[config.mk]
export PLATFORM = sky130hd
export DESIGN_NAME = apac_keypad_tx
export DESIGN_NICKNAME = d
export VERILOG_FILES = /design/src/rtl/apac_keypad_tx_pkg.sv /design/src/rtl/apac_cycle_timer.sv /design/src/rtl/apac_keypad_tx.sv
export SDC_FILE = /design/constraint.sdc
export NUM_CORES = 1
export LEC_CHECK = 0
export BUFFER_PORTS_ARGS = -buffer_cell sky130_fd_sc_hd__buf_2
export CORE_MARGIN = 4
export CORE_UTILIZATION = 47
export CTS_CLUSTER_SIZE = 14
export DETAILED_ROUTE_END_ITERATION = 16
export HOLD_SLACK_MARGIN = 0.1
export PLACE_DENSITY = 0.66
export SYNTH_ARGS = -nofsm -noshare
export SYNTH_HDL_FRONTEND = slang
export SYNTH_HIERARCHICAL = 1
export SYNTH_SLANG_ARGS = --single-unit
[constraint.sdc]
create_clock -name clk -period 3.3 [get_ports clk]
set_input_delay 0.33 -clock clk [delete_from_list [all_inputs] [get_ports clk]]
set_output_delay 0.33 -clock clk [all_outputs]
set_load 0.005 [all_outputs]
[src/rtl/apac_keypad_tx_pkg.sv]
// ---------------------------------------------------------------------------
// apac_keypad_tx_pkg
// Shared definitions for the keypad-side password transmitter and the parking
// controller: key codes, FSM state encoding, default parameter values and small
// helper functions.
// ---------------------------------------------------------------------------
package apac_keypad_tx_pkg;

   // Special key codes; 0x0-0x9 are digits, anything above 0xB is ignored.
   localparam logic [3:0] KeyEnter = 4'hA;
   localparam logic [3:0] KeyClear = 4'hB;

   typedef enum logic [2:0] {
      StIdle     = 3'd0,
      StCollect  = 3'd1,
      StSend     = 3'd2,
      StWaitResp = 3'd3,
      StLocked   = 3'd4
   } state_e;

   // Defaults shared with the controller side.
   localparam int unsigned DefDigits     = 2;
   localparam int unsigned DefDigitW     = 4;
   localparam int unsigned DefPwW        = DefDigits * DefDigitW;
   localparam int unsigned DefTimeoutCyc = 1000;
   localparam int unsigned DefRespCyc    = 64;
   localparam int unsigned DefMaxTries   = 3;
   localparam int unsigned DefLockCyc    = 4096;

   function automatic logic is_digit(input logic [3:0] code);
      return (code <= 4'd9);
   endfunction

   function automatic int unsigned max3(input int unsigned a, input int unsigned b,
                                        input int unsigned c);
      int unsigned m;
      m = (a > b) ? a : b;
      return (m > c) ? m : c;
   endfunction

endpackage

[src/rtl/apac_cycle_timer.sv]
// ---------------------------------------------------------------------------
// apac_cycle_timer
// Loadable down-counter shared by the entry timeout, the response timeout and
// the lockout period. Saturates at zero (never wraps).
//
// Ports:
//   clk_i       system clock, rising edge
//   rst_i       asynchronous active-high reset (counter -> 0)
//   load_i      load load_val_i this cycle (has priority over count_i)
//   load_val_i  value to load
//   count_i     decrement by one this cycle (stops at zero)
//   done_o      counter is zero
// ---------------------------------------------------------------------------
module apac_cycle_timer #(
   parameter int unsigned Width = 8
) (
   input  logic             clk_i,
   input  logic             rst_i,
   input  logic             load_i,
   input  logic [Width-1:0] load_val_i,
   input  logic             count_i,
   output logic             done_o
);

   logic [Width-1:0] cnt_d, cnt_q;

   always_comb begin
      cnt_d = cnt_q;
      if (load_i) begin
         cnt_d = load_val_i;
      end else if (count_i && (cnt_q != '0)) begin
         cnt_d = cnt_q - Width'(1);
      end
   end

   always_ff @(posedge clk_i or posedge rst_i) begin
      if (rst_i) begin
         cnt_q <= '0;
      end else begin
         cnt_q <= cnt_d;
      end
   end

   assign done_o = (cnt_q == '0);

endmodule

[src/rtl/apac_keypad_tx.sv]
// ---------------------------------------------------------------------------
// apac_keypad_tx
// Keypad-side transmitter for the parking controller's password interface.
// Collects BCD digits into a packed attempt, strobes try_psswrd for one cycle,
// waits for the open_gate/alarm_1 verdict, and enforces an entry timeout, a
// response timeout and a lockout after MAX_TRIES consecutive rejections.
//
// Ports:
//   clk           system clock, rising edge
//   rst           asynchronous active-high reset
//   key_valid     one-cycle strobe qualifying key_code
//   key_code      0x0-0x9 digit, 0xA ENTER, 0xB CLEAR, others ignored
//   open_gate     controller accepted the attempt
//   alarm_1       controller rejected the attempt
//   try_psswrd    one-cycle attempt strobe (registered)
//   psswrd_atmpt  packed attempt, first digit in the MS nibble (registered)
//   digit_cnt     digits currently held (registered)
//   busy          high in COLLECT/SEND/WAIT_RESP (registered)
//   lockout       high in LOCKED (registered)
// ---------------------------------------------------------------------------
module apac_keypad_tx
   import apac_keypad_tx_pkg::*;
#(
   parameter int unsigned DIGITS      = DefDigits,
   parameter int unsigned DIGIT_W     = DefDigitW,
   parameter int unsigned TIMEOUT_CYC = DefTimeoutCyc,
   parameter int unsigned RESP_CYC    = DefRespCyc,
   parameter int unsigned MAX_TRIES   = DefMaxTries,
   parameter int unsigned LOCK_CYC    = DefLockCyc
) (
   input  logic                              clk,
   input  logic                              rst,
   input  logic                              key_valid,
   input  logic [3:0]                        key_code,
   input  logic                              open_gate,
   input  logic                              alarm_1,
   output logic                              try_psswrd,
   output logic [DIGITS*DIGIT_W-1:0]         psswrd_atmpt,
   output logic [$clog2(DIGITS+1)-1:0]       digit_cnt,
   output logic                              busy,
   output logic                              lockout
);

   localparam int unsigned PW_W   = DIGITS * DIGIT_W;
   localparam int unsigned CntW   = $clog2(DIGITS + 1);
   localparam int unsigned RejW   = $clog2(MAX_TRIES + 1);
   localparam int unsigned TimerW = $clog2(max3(TIMEOUT_CYC, RESP_CYC, LOCK_CYC) + 1);

   // The timer expires when it has been zero for a full cycle, so loading N-1
   // gives exactly N cycles in the state before the exit transition.
   localparam logic [TimerW-1:0] TimeoutLoad = TimerW'(TIMEOUT_CYC - 1);
   localparam logic [TimerW-1:0] RespLoad    = TimerW'(RESP_CYC - 1);
   localparam logic [TimerW-1:0] LockLoad    = TimerW'(LOCK_CYC - 1);

   state_e            state_d, state_q;
   logic [PW_W-1:0]   buf_d, buf_q;
   logic [PW_W-1:0]   atmpt_d, atmpt_q;
   logic [CntW-1:0]   cnt_d, cnt_q;
   logic [RejW-1:0]   rej_d, rej_q;
   logic              try_d, try_q;
   logic              busy_d, busy_q;
   logic              lockout_d, lockout_q;

   logic              tmr_load;
   logic [TimerW-1:0] tmr_val;
   logic              tmr_count;
   logic              tmr_done;

   logic              key_digit;
   logic [RejW-1:0]   rej_inc;

   assign key_digit = is_digit(key_code);
   assign rej_inc   = rej_q + RejW'(1);

   apac_cycle_timer #(
      .Width (TimerW)
   ) u_timer (
      .clk_i      (clk),
      .rst_i      (rst),
      .load_i     (tmr_load),
      .load_val_i (tmr_val),
      .count_i    (tmr_count),
      .done_o     (tmr_done)
   );

   always_comb begin
      state_d   = state_q;
      buf_d     = buf_q;
      atmpt_d   = atmpt_q;
      cnt_d     = cnt_q;
      rej_d     = rej_q;
      try_d     = 1'b0;
      tmr_load  = 1'b0;
      tmr_val   = '0;
      tmr_count = 1'b0;

      unique case (state_q)
         StIdle: begin
            if (key_valid && key_digit) begin
               buf_d    = PW_W'(key_code);
               cnt_d    = CntW'(1);
               state_d  = StCollect;
               tmr_load = 1'b1;
               tmr_val  = TimeoutLoad;
            end
         end

         StCollect: begin
            if (key_valid) begin
               // Any key, even an ignored one, restarts the entry timeout and
               // takes precedence over an expiry in the same cycle.
               tmr_load = 1'b1;
               tmr_val  = TimeoutLoad;
               if (key_digit) begin
                  if (cnt_q < CntW'(DIGITS)) begin
                     buf_d = (buf_q << DIGIT_W) | PW_W'(key_code);
                     cnt_d = cnt_q + CntW'(1);
                  end
               end else if (key_code == KeyClear) begin
                  buf_d   = '0;
                  cnt_d   = '0;
                  state_d = StIdle;
               end else if (key_code == KeyEnter) begin
                  if (cnt_q == CntW'(DIGITS)) begin
                     atmpt_d = buf_q;
                     try_d   = 1'b1;
                     state_d = StSend;
                  end else begin
                     buf_d   = '0;
                     cnt_d   = '0;
                     state_d = StIdle;
                  end
               end
            end else if (tmr_done) begin
               buf_d   = '0;
               cnt_d   = '0;
               state_d = StIdle;
            end else begin
               tmr_count = 1'b1;
            end
         end

         StSend: begin
            // try_psswrd was registered on entry; it drops on the way out.
            state_d  = StWaitResp;
            tmr_load = 1'b1;
            tmr_val  = RespLoad;
         end

         StWaitResp: begin
            if (open_gate) begin
               rej_d   = '0;
               buf_d   = '0;
               atmpt_d = '0;
               cnt_d   = '0;
               state_d = StIdle;
            end else if (alarm_1) begin
               buf_d   = '0;
               atmpt_d = '0;
               cnt_d   = '0;
               if (rej_inc == RejW'(MAX_TRIES)) begin
                  rej_d    = '0;
                  state_d  = StLocked;
                  tmr_load = 1'b1;
                  tmr_val  = LockLoad;
               end else begin
                  rej_d   = rej_inc;
                  state_d = StIdle;
               end
            end else if (tmr_done) begin
               buf_d   = '0;
               atmpt_d = '0;
               cnt_d   = '0;
               state_d = StIdle;
            end else begin
               tmr_count = 1'b1;
            end
         end

         StLocked: begin
            buf_d = '0;
            cnt_d = '0;
            if (tmr_done) begin
               state_d = StIdle;
            end else begin
               tmr_count = 1'b1;
            end
         end

         default: begin
            buf_d   = '0;
            atmpt_d = '0;
            cnt_d   = '0;
            state_d = StIdle;
         end
      endcase

      // Status outputs follow the next state so they are registered and
      // aligned with the state they describe.
      busy_d    = (state_d == StCollect) || (state_d == StSend) || (state_d == StWaitResp);
      lockout_d = (state_d == StLocked);
   end

   always_ff @(posedge clk or posedge rst) begin
      if (rst) begin
         state_q   <= StIdle;
         buf_q     <= '0;
         atmpt_q   <= '0;
         cnt_q     <= '0;
         rej_q     <= '0;
         try_q     <= 1'b0;
         busy_q    <= 1'b0;
         lockout_q <= 1'b0;
      end else begin
         state_q   <= state_d;
         buf_q     <= buf_d;
         atmpt_q   <= atmpt_d;
         cnt_q     <= cnt_d;
         rej_q     <= rej_d;
         try_q     <= try_d;
         busy_q    <= busy_d;
         lockout_q <= lockout_d;
      end
   end

   assign try_psswrd   = try_q;
   assign psswrd_atmpt = atmpt_q;
   assign digit_cnt    = cnt_q;
   assign busy         = busy_q;
   assign lockout      = lockout_q;

endmodule

## Yosys cells after proc, flatten, opt, wreduce, memory -nomap -nowiden

Index checks and enable logic that the tools add are counted.

| cells by class | value |
|---|---|
| $add $sub $neg | 3 |
| order comparisons | 2 |
| equality and inequality tests | 22 |
| multiplexer cells | 70 |
| bitwise gates (word level) | 3 |
| reduce and logical (&&, ||, !) cells | 13 |

Operators with widths:

| operator | number |
|---|---|
| two-way mux 8 bit | 18 |
| one-hot mux 12 bit (4 select lines) | 1 |
| two-way mux 12 bit | 3 |
| one-hot mux 8 bit (4 select lines) | 1 |
| two-way mux 2 bit | 14 |
| two-way mux 3 bit | 9 |
| two-way mux 13 bit | 2 |
| one-hot mux 8 bit (3 select lines) | 1 |
| two-way mux 10 bit | 2 |
| two-way mux 1 bit | 15 |
| one-hot mux 3 bit (5 select lines) | 1 |
| logical NOT 13 bit | 1 |
| nonzero test 13 bit | 1 |
| subtractor 13 x 1 -> 13 bit, second input constant | 1 |
| equality test 3 x 2 -> 1 bit, second input constant | 4 |
| inequality test 2 bit, second input constant | 6 |
| inequality test 5 bit, second input constant | 2 |
| equality test 4 bit, second input constant | 2 |
| inequality test 4 bit, second input constant | 2 |
| bitwise OR 8 x 4 -> 8 bit | 1 |
| one-hot mux 2 bit (4 select lines) | 1 |
| AND reduction 7 bit | 1 |
| equality test 3 x 1 -> 1 bit, second input constant | 2 |
| equality test 3 bit, second input constant | 2 |
| other kinds (14) | 20 |

| word-level totals | value |
|---|---|
| register bits | 39 |
| bits of input ports | 9 |
| output and inout bits | 13 |
| logic and storage cells | 122 |

## Longest topological paths before layout

Gate-level depths: netlist of run 1.

| logic depth | value |
|---|---|
| depth in word-level cells | 10 |
| mapped depth | 12 |
| depth with buffers taken out | 12 |

## Cells and area by module

Netlist of run 1, hierarchy kept.

Modules (own cells, without submodules):

| module | times used | cells each | area each (µm²) | sequential area each (µm²) |
|---|---|---|---|---|
| apac_keypad_tx | 1 | 121 | 1,307.5 | 650.6 |
| apac_cycle_timer | 1 | 95 | 839.6 | 325.3 |

## Worst setup path after synthesis of run 1

No wires, ideal clock.

| timing | value |
|---|---|
| kind | flip-flop to flip-flop |
| start | reg u_timer.cnt_q[0] |
| end | reg u_timer.cnt_q[5] |
| library setup time | 0.125 ns |
| arrival time | 2.710 ns |
| data required time | 3.175 ns |
| slack | 0.465 ns |
| cell stages (with the launch flop) | 13 |
| path buffers | 0 |
| period minus slack after synthesis | 2.835 ns |
| path through | dfrtp_1 > inv_1 > ha_1 > nor4b_2 > nand4_1 > inv_1 > or3_1 > nor3_1 > a31o_2 > or4b_1 > or3_1 > a21oi_1 > a2bb2oi_1 |

| between the ends | value |
|---|---|
| longest elaborated chain between the ends | 7 |
| elaborated cells between the ends (all ways) | 12 |
| those cells by class | 1 x add/sub; 7 x mux; 4 x reduce/logical |

Ends and longest elaborated chain:

| element | line | RTL |
|---|---|---|
| start, declared | apac_cycle_timer.sv:25 | `logic [Width-1:0] cnt_d, cnt_q;` |
| start signal, assigned | apac_cycle_timer.sv:40 | `cnt_q <= cnt_d;` |
| logical NOT 13 bit * | apac_cycle_timer.sv:44 | `assign done_o = (cnt_q == '0);` |
| named net tmr_done | apac_keypad_tx.sv:67 | `logic tmr_done;` |
| two-way mux 1 bit * | apac_keypad_tx.sv:134, apac_keypad_tx.sv:170, apac_keypad_tx.sv:183 |  |
| two-way mux 1 bit | apac_keypad_tx.sv:157 | `end else if (alarm_1) begin` |
| two-way mux 1 bit | apac_keypad_tx.sv:151 | `if (open_gate) begin` |
| one-hot mux 1 bit (3 select lines) * | apac_keypad_tx.sv:97 | `unique case (state_q)` |
| named net tmr_count | apac_keypad_tx.sv:66 | `logic tmr_count;` |
| logical AND 1 bit * | apac_cycle_timer.sv:31 | `end else if (count_i && (cnt_q != '0)) begin` |
| nonzero test 2 bit (no source line) * | -- |  |

Mark *: on every way through the listed nets, which the timed path passes. The rest lies on a longest branch. The select of a mux whose other input is x is not followed.
A chain may end at the register's enable or synchronous reset.

## Worst setup path after layout of run 1

Same ends and word-level chain as after synthesis.

==> metrics.md, run 1 <==
| Metric | Value |
|---|---|
| Worst Hold Endpoint | buf_q[0] |
| Die height | 75.6 µm |
| Crit Path Max Fanout | 7 |
| Critical Path Start Type | flop |
| Mean Syn Cell Area | 9.94 µm² |
| Buffer and inverter count on the worst path | 2 |
| Router iterations before antenna repair | 4 |
| Fillers | 390 |
| R2R Path Start | u_timer/cnt_q[0] |
| Critical Path Start | u_timer/cnt_q[0] |
| Period utilisation layout | 92.4% |
| Port Buffers | 21 |
| Leakage power | 1.09 nW |
| Worst Hold Class | input pin to flop |
| Worst R2R End | u_timer/cnt_q[5] |
| Final Hold Viols | 0 |
| Area of the multi-input gates | 1090 µm² |
| CTS H-tree depth | 2 |
| Routed len/inst | 15.2 µm |
| Worst vdd ir | 0.182 mV |
| Maximum buffer depth of the clock tree | 2 |
| Setup crit end kind | flop |
| DP Worst Slack | 0.264 ns |
| Highest Clock Rate | 0.328 GHz |
| Routed vias | 1728 |
| CTS tree | yes |
| FF+latch count, synth | 39 |
| Core Rows | 24 |
| Max_slew headroom | 34.7% |
| Crit path max-delay family | simple AND/OR/NAND/NOR gates |
| Share of cells above drive strength 1 | 23.5% |
| CTS sink count | 39 |
| Initial DRC Count | 92 |
| Setup TNS | 0 ns |
| Setup violations, final | 0 |
| Leading cell type in the layout, fill and taps excluded | dfrtp_1 |
| Number of inserted diodes | 0 |
| Skew final | 0.00537 ns |
| Area growth from synthesis to layout | 13.9% |
| Min Tclk post-route | 3.05 ns |
| Overall Global Routing Usage | 17.7% |
| Critical Path Max Stage Delay | 0.45 ns |
| Post-DP HPWL | 3290 µm |
| Root buffer cell | clkbuf_8 |
| Most frequent cells in the layout | dfrtp_1, buf_2, nand2_1 |
| Ys async rst share | 100% |
| Total gr overflow | 0 |
| R2R depth | 12 |
| Worst Max-Slew Pin Slew | 0.978 ns |
| Placer Congestion | 0.851 |
| Final wirelength | 4480 µm |
| Post-route DRC | 0 |
| DR vias/cell | 5.86 |
| Largest net degree at the start of global routing | 27 |
| Starting Density | 49.0% |
| Fin. max-slew vios | 0 |
| Worst path arrival time | 3.23 ns |
| Final Core Density | 55.8% |
| Final net count | 254 |
| Synth warn | 6 |
| Distinct cells, synth | 58 |
| Sequential fraction of the synthesis area | 45.5% |
| Worst Path Required | 3.48 ns |
| DRT antenna net count | 0 |
| Netlist Area Pre-Place | 2150 µm² |
| Worst skew pair latency | 0.29 ns |
| Area of the core | 4380 µm² |
| Reg area | 976 µm² |
| Post-CTS setup buffer count | 0 |
| Cell Chain, Critical Path | inv_1 -> ha_1 -> nor4b_2 -> nand4_1 -> inv_1 -> or3_1 -> nor3_1 -> a31o_2 -> or4b_1 -> or3_1 -> a21oi_1 -> a2bb2oi_1 |
| Global-route wire length before repair | 7600 µm |
| Most area-hungry cell type in the Yosys netlist | dfrtp_1 |
| RSZ-0062 raised after global routing | true |
| Num CTS Buffers | 5 |
| Slowest stage cell, crit path | or4b_1 |
| Main synth FF type | dfrtp_1 |
| Status | finished clean |
| Dominant cells by area after synthesis | dfrtp_1, a22o_2, o21ai_0 |
| Clock transition at path regs | 0.08 ns |
| Initial antenna violation count | 0 |
| Fin worst setup slack | 0.250 ns |
| Yosys top cell area share | 45.5% |
| EDFF count, synth | 0 |
| Die Wd | 75.6 µm |
| Cell count after synthesis | 216 |
| Crit path kind | flop to flop |
| Hold_sp | key_code[0] |
| Power consumption | 0.933 mW |
| DIE AREA | 5710 µm² |
| Vias in the first global route | 1610 |
| P per Cell Area | 381 nW/µm² |
| I/O pin cnt | 22 |
| Net Count, Synth | 228 |
| Max-cap violation count | 0 |
| Hold path depth | 2 |
| Worst R2R Setup Slack | 0.25 ns |
## synth_stat cells, drive strengths merged (2+ instances only)
master,number
dfrtp,39
a22o,17
nand2,17
o21ai,17
inv,15
nor2,14
a21oi,12
nor3,7
nand3,6
a2bb2oi,5
o31ai,5
or3,5
a31oi,4
buf,4
ha,3
or2,3
a41oi,2
and2,2
and2b,2
clkbuf,2
nand2b,2
nand4,2
nor2b,2
nor4b,2
o211ai,2
o41ai,2
## power breakdown
group	switching (mW)	total [mW]	internal (mW)
clock network	0.180	0.409	0.229
registers	0.00346	0.484	0.480
logic	0.0269	0.0399	0.0130
## final cells by class
cell class / count / area share [%]
Multi-Input combinational cell: 155 / 44.6
Sequential cell: 39 / 39.9
Timing Repair Buffer: 25 / 5.63
Clock buffer: 5 / 2.81
Tap cell: 52 / 2.66
Inverter: 16 / 2.46
Clock inverter: 3 / 1.94
## sequential cells by signal (all words and copies together), names as in the netlist
name           count
u_timer/cnt_q     13
buf_q              8
psswrd_atmpt       8
state_q            3
digit_cnt          2
rej_q              2
busy               1
lockout            1
try_psswrd         1
## how the worst max path moves through the flow
stage | depth (start not counted) | endpoint
floorplan | 12 | u_timer/cnt_q[5]
global placement | 12 | u_timer/cnt_q[5]
detailed placement | 12 | u_timer/cnt_q[5]
CTS | 12 | u_timer/cnt_q[5]
global route | 12 | u_timer/cnt_q[7]
finish | 12 | u_timer/cnt_q[5]
## kinds of logic (layout without fill, tap and decap cells)
kind of cell | count (synthesis) | after routing | share of synthesized area, %
AOI/OAI and AO/OA | 77 | 77 | 28.0
xor gates and xnor gates | 1 | 1 | 0.408
adders and majority gates | 3 | 3 | 1.75
buffers and inverters | 22 | 49 | 4.20
DFF | 39 | 39 | 45.5
muxes | 1 | 1 | 0.466
other | 1 | 1 | 0.175
and+or+nand+nor | 72 | 72 | 19.6
## timing repair
action	in CTS	in global routing
setup endpoints to repair	0	1
hold buffers	1	0
resized for setup	0	1
hold endpoints to repair	13	0
## metal layers
metal	wire, µm	vias to the layer above	global-route usage [%]
li1	-	866	-
met1	2210	825	26.0
met2	2020	31	25.6
met3	186	6	4.62
met4	59	0	5.63
met5	0	-	0
## per-stage QoR
| stage | instance area, µm² | hold WS (ns) | cells |
|---|---|---|---|
| final | 2450 | 0.278 | 295 |
| after floorplan | 2150 | 0.207 | 216 |
| after global routing | 2450 | 0.271 | 295 |
| after detailed placement | 2310 | 0.394 | 286 |
| after CTS | 2440 | 0.270 | 295 |
| after global placement | 2310 | 0.401 | 286 |
(Power assumes the default switching activity.)
==> run 2: changes to the inputs <==
REMOVE_ABC_BUFFERS = 1   (was default)
==> metrics.md, run 2 (synthesis results as in run 1) <==
| Metric | Value |
|---|---|
| Worst Max-Slew Pin Slew | 0.977 ns |
| Die Wd | 75.6 µm |
| Core Rows | 24 |
| CTS H-tree depth | 2 |
| Placer Congestion | 0.890 |
| Router iterations before antenna repair | 4 |
| DP Worst Slack | 0.157 ns |
| Worst Hold Endpoint | rej_q[0] |
| Fin worst setup slack | 0.184 ns |
| Crit path kind | flop to flop |
| Fin. max-slew vios | 0 |
| R2R depth | 12 |
| Final net count | 252 |
| Leading cell type in the layout, fill and taps excluded | dfrtp_1 |
| Area of the core | 4380 µm² |
| Starting Density | 49.0% |
| Min Tclk post-route | 3.12 ns |
| Global-route wire length before repair | 7630 µm |
| Vias in the first global route | 1637 |
| CTS sink count | 39 |
| Clock transition at path regs | 0.08 ns |
| Max_slew headroom | 34.8% |
| Setup crit end kind | flop |
| Maximum buffer depth of the clock tree | 2 |
| Critical Path Start Type | flop |
| Port Buffers | 21 |
| Post-DP HPWL | 3230 µm |
| DRT antenna net count | 0 |
| Post-route DRC | 0 |
| DIE AREA | 5710 µm² |
| Num CTS Buffers | 5 |
| Max-cap violation count | 0 |
| Root buffer cell | clkbuf_8 |
| Highest Clock Rate | 0.321 GHz |
| Most frequent cells in the layout | dfrtp_1, buf_2, nand2_1 |
| Worst skew pair latency | 0.30 ns |
| Crit Path Max Fanout | 7 |
| Worst vdd ir | 0.252 mV |
| Worst Hold Class | input pin to flop |
| Routed vias | 1742 |
| Worst R2R End | u_timer/cnt_q[5] |
| DR vias/cell | 5.95 |
| P per Cell Area | 383 nW/µm² |
| Number of inserted diodes | 0 |
| Initial antenna violation count | 0 |
| Die height | 75.6 µm |
| Worst path arrival time | 3.30 ns |
| Status | finished clean |
| Period utilisation layout | 94.4% |
| Largest net degree at the start of global routing | 27 |
| Reg with most FFs | u_timer/cnt_q |
| CTS tree | yes |
| Overall Global Routing Usage | 17.8% |
| Total gr overflow | 0 |
| Power consumption | 0.934 mW |
| Hold path depth | 2 |
| Skew final | 0.0110 ns |
| Leakage power | 1.08 nW |
| Hold_sp | open_gate |
| Worst Path Required | 3.49 ns |
| Fillers | 391 |
| Initial DRC Count | 96 |
| Final Hold Viols | 0 |
| Worst R2R Setup Slack | 0.18 ns |
| Share of cells above drive strength 1 | 23.7% |
| Largest register FFs | 13 |
| Area growth from synthesis to layout | 13.7% |
| Setup violations, final | 0 |
| I/O pin cnt | 22 |
| Final wirelength | 4530 µm |
| Routed len/inst | 15.5 µm |
| R2R Path Start | u_timer/cnt_q[0] |
## run 2: cell types whose count changed in the layout (fill, tap and decap cells not counted)
cell / before / now
nor3_2: 3 / 4
nand3_1: 4 / 5
inv_1: 15 / 14
nor4b_4: 0 / 1
dfrtp_1: 39 / 38
inv_2: 0 / 1
nor3_1: 4 / 3
nand3_2: 2 / 1
dfrtp_2: 0 / 1
buf_4: 3 / 1
nor4b_2: 2 / 1
## run 2: through the flow
stage | hold WS [ns] | cells | TNS, ns | util, % | instance area (µm²)
6_report | 0.270 | 293 | 0 | 55.7 | 2440
5_1_grt | 0.271 | 293 | -0.00622 | 55.7 | 2440
4_1_cts | 0.263 | 293 | 0 | 55.3 | 2430
3_5_place_dp | 0.398 | 284 | 0 | 52.5 | 2300
3_3_place_gp | 0.395 | 284 | 0 | 52.5 | 2300
2_1_floorplan | 0.207 | 210 | 0 | - | 2120
## run 2: final cells by class
class	instances	area, µm²	share of cell area, %
inverter	16	60.1	2.46
multi-input combinational	155	1100	45.1
clock inverter	3	47.5	1.95
sequential	39	977	40.0
timing repair buffer	23	123	5.02
tap	52	65.1	2.67
clock buffer	5	68.8	2.82
## run 2: how the worst max path moves through the flow
stage	startpoint	endpoint	cells past startpoint
floorplan	state_q[0]	u_timer/cnt_q[8]	6
global placement	u_timer/cnt_q[0]	u_timer/cnt_q[7]	12
detailed placement	u_timer/cnt_q[0]	u_timer/cnt_q[7]	12
CTS	u_timer/cnt_q[0]	u_timer/cnt_q[7]	12
global route	u_timer/cnt_q[1]	u_timer/cnt_q[5]	12
finish	u_timer/cnt_q[0]	u_timer/cnt_q[5]	12
## run 2: repair_timing
item,in CTS,in global routing
hold endpoints to repair,13,0
buffers inserted,0,0
endpoints found under the setup margin,0,4
hold buffers,1,0
resized for setup,0,4
## run 2: worst max-delay path, stage by stage, from the launching register on
cell	delay [ns]
dfrtp_2	0.41
inv_1	0.08
ha_1	0.21
nor4b_2	0.18
nand4_1	0.17
inv_2	0.10
or3_1	0.39
nor3_2	0.20
a31o_2	0.19
or4b_1	0.49
or3_1	0.33
a21oi_1	0.16
a2bb2oi_1	0.08
## run 2: power breakdown
group	internal [mW]	total, mW	switching (mW)
clock network	0.229	0.411	0.182
logic	0.0130	0.0392	0.0261
registers	0.480	0.484	0.00386
## run 2: layer usage
layer | global-route usage (%) | vias to the layer above | part of all wire, %
li1 | - | 864 | -
met5 | 0 | - | 0
met2 | 26.6 | 38 | 45
met3 | 4.49 | 9 | 3.7
met4 | 7.77 | 0 | 2.1
met1 | 24.5 | 831 | 49
==> run 3: changes to the inputs <==
CORE_MARGIN = default   (was 4)
==> metrics.md, run 3 (synthesis results as in run 1) <==
| Metric | Value |
|---|---|
| M1 GR Usage | 28.6% |
| Share of cells above drive strength 1 | 23.1% |
| Worst Path Required | 3.47 ns |
| Initial DRC Count | 146 |
| Core Rows | 24 |
| Root buffer cell | clkbuf_8 |
| Worst Max-Slew Pin Slew | 0.993 ns |
| Worst skew pair latency | 0.29 ns |
| CTS sink count | 39 |
| Crit Path Max Fanout | 7 |
| Max_slew headroom | 33.7% |
| Area growth from synthesis to layout | 13.1% |
| Leading cell type in the layout, fill and taps excluded | dfrtp_1 |
| Port Buffers | 21 |
| Final net count | 253 |
| Die height | 69.6 µm |
| I/O pin cnt | 22 |
| Worst path arrival time | 3.25 ns |
| Top Usage Layer GRT | met2 |
| Die Wd | 69.6 µm |
| DRT antenna net count | 0 |
| Max-cap violation count | 0 |
| Routed len/inst | 15.5 µm |
| Final Instance Area | 2430 µm² |
| Number of inserted diodes | 0 |
| Largest net degree at the start of global routing | 27 |
| Setup TNS | 0 ns |
| Critical Path Start Type | flop |
| Area of the core | 4380 µm² |
| Worst Hold Class | input pin to flop |
| GRT met3 Usage | 4.94% |
| Reg area | 977 µm² |
| Maximum buffer depth of the clock tree | 2 |
| Fin. max-slew vios | 0 |
| Worst vdd ir | 0.197 mV |
| CTS H-tree depth | 2 |
| Most frequent cells in the layout | dfrtp_1, buf_2, nand2_1 |
| Largest register FFs | 13 |
| Clock transition at path regs | 0.08 ns |
| RSZ-0062 raised after global routing | false |
| Post-route DRC | 0 |
| Area after DPL | 2310 µm² |
| Total gr overflow | 0 |
| Global-route wire length before repair | 8140 µm |
| Placer Congestion | 0.856 |
| Highest Clock Rate | 0.325 GHz |
| Leakage power | 1.08 nW |
| Final Hold Viols | 0 |
| Router iterations before antenna repair | 4 |
| Setup crit end kind | flop |
| Final Core Density | 55.4% |
| Routed vias | 1733 |
| CTS tree | yes |
| Status | finished clean |
| Overall Global Routing Usage | 21.1% |
| DR vias/cell | 5.89 |
| Starting Density | 49.0% |
| GR Util met2 | 32.9% |
| Reg with most FFs | u_timer/cnt_q |
| Final wirelength | 4540 µm |
| Crit path kind | flop to flop |
| Area of the multi-input gates | 1100 µm² |
| Post-DP HPWL | 3250 µm |
| Min Tclk post-route | 3.08 ns |
| Fillers | 408 |
| DIE AREA | 4840 µm² |
| Vias in the first global route | 1746 |
| Num CTS Buffers | 5 |
| Initial antenna violation count | 0 |
| Skew final | 0.00736 ns |
| Period utilisation layout | 93.3% |
| Setup violations, final | 0 |
| P per Cell Area | 355 nW/µm² |
-- run 3: cell types whose count changed in the layout (fill, tap and decap cells not counted) --
cell | previous run | this run
buf_4 | 1 | 2
bufinv_16 | 1 | 0
clkbuf_1 | 0 | 1
clkbuf_8 | 5 | 6
inv_1 | 14 | 15
inv_2 | 1 | 0
inv_6 | 1 | 0
-- run 3: layer usage --
| layer | up-vias | wire [µm] |
|---|---|---|
| met5 | - | 0 |
| met4 | 0 | 60 |
| met3 | 6 | 167 |
| met2 | 35 | 2150 |
| met1 | 832 | 2170 |
| li1 | 860 | - |
-- run 3: worst max-delay path, stage by stage (launching register included) --
cell and delay (ns):
dfrtp_1 0.43, inv_1 0.09, ha_1 0.19, nor4b_2 0.18, nand4_1 0.11, inv_1 0.12, or3_1 0.40, nor3_2 0.22
a31o_2 0.19, or4b_1 0.46, or3_1 0.33, a21oi_1 0.16, a2bb2oi_1 0.07
-- run 3: what timing repair did --
item / 4_1_cts / 5_1_grt
buffers inserted: 0 / 0
hold endpoints to repair: 13 / 0
gates resized for setup: 0 / 3
hold buffers: 1 / 0
endpoints found under the setup margin: 0 / 4
-- run 3: through the flow --
step | power [mW] | std cells | setup slack [ns] | hold WS (ns)
after floorplan | 0.517 | 210 | 0.125 | 0.207
after global placement | 0.532 | 285 | 0.338 | 0.393
after detailed placement | 0.533 | 285 | 0.181 | 0.395
after CTS | 0.872 | 294 | 0.127 | 0.256
after global routing | 0.904 | 294 | 0.0184 | 0.277
final | 0.862 | 294 | 0.222 | 0.267
-- run 3: layout make-up --
type | count | area share, %
Inverter | 16 | 2.47
Sequential cell | 39 | 40.3
Clock inverter | 1 | 0.361
Timing Repair Buffer | 24 | 5.36
Tap cell | 52 | 2.68
Multi-Input combinational cell | 155 | 45.3
Clock buffer | 7 | 3.56
-- run 3: path summary, 6_finish.rpt --
| kind | startpoint | to | slack, ns | depth (start not counted) |
|---|---|---|---|---|
| worst max-delay path | u_timer/cnt_q[1] | u_timer/cnt_q[5] | 0.22 | 12 |
| max in group asynchronous | rst | buf_q[5] | 1.88 | 3 |
| worst max register to register | u_timer/cnt_q[1] | u_timer/cnt_q[5] | 0.22 | 12 |
| min in group asynchronous | rst | u_timer/cnt_q[4] | 0.61 | 3 |
| worst min register to register | psswrd_atmpt[4] | psswrd_atmpt[4] | 0.50 | 1 |
| worst min-delay path | open_gate | rej_q[0] | 0.27 | 2 |
-- run 3: report_power, final --
group	total, mW	internal [mW]	switching, mW	leakage (nW)
clock	0.337	0.171	0.166	0.0484
combinational	0.0399	0.0130	0.0269	0.528
sequential	0.484	0.480	0.00393	0.502
total	0.862	0.665	0.197	1.08
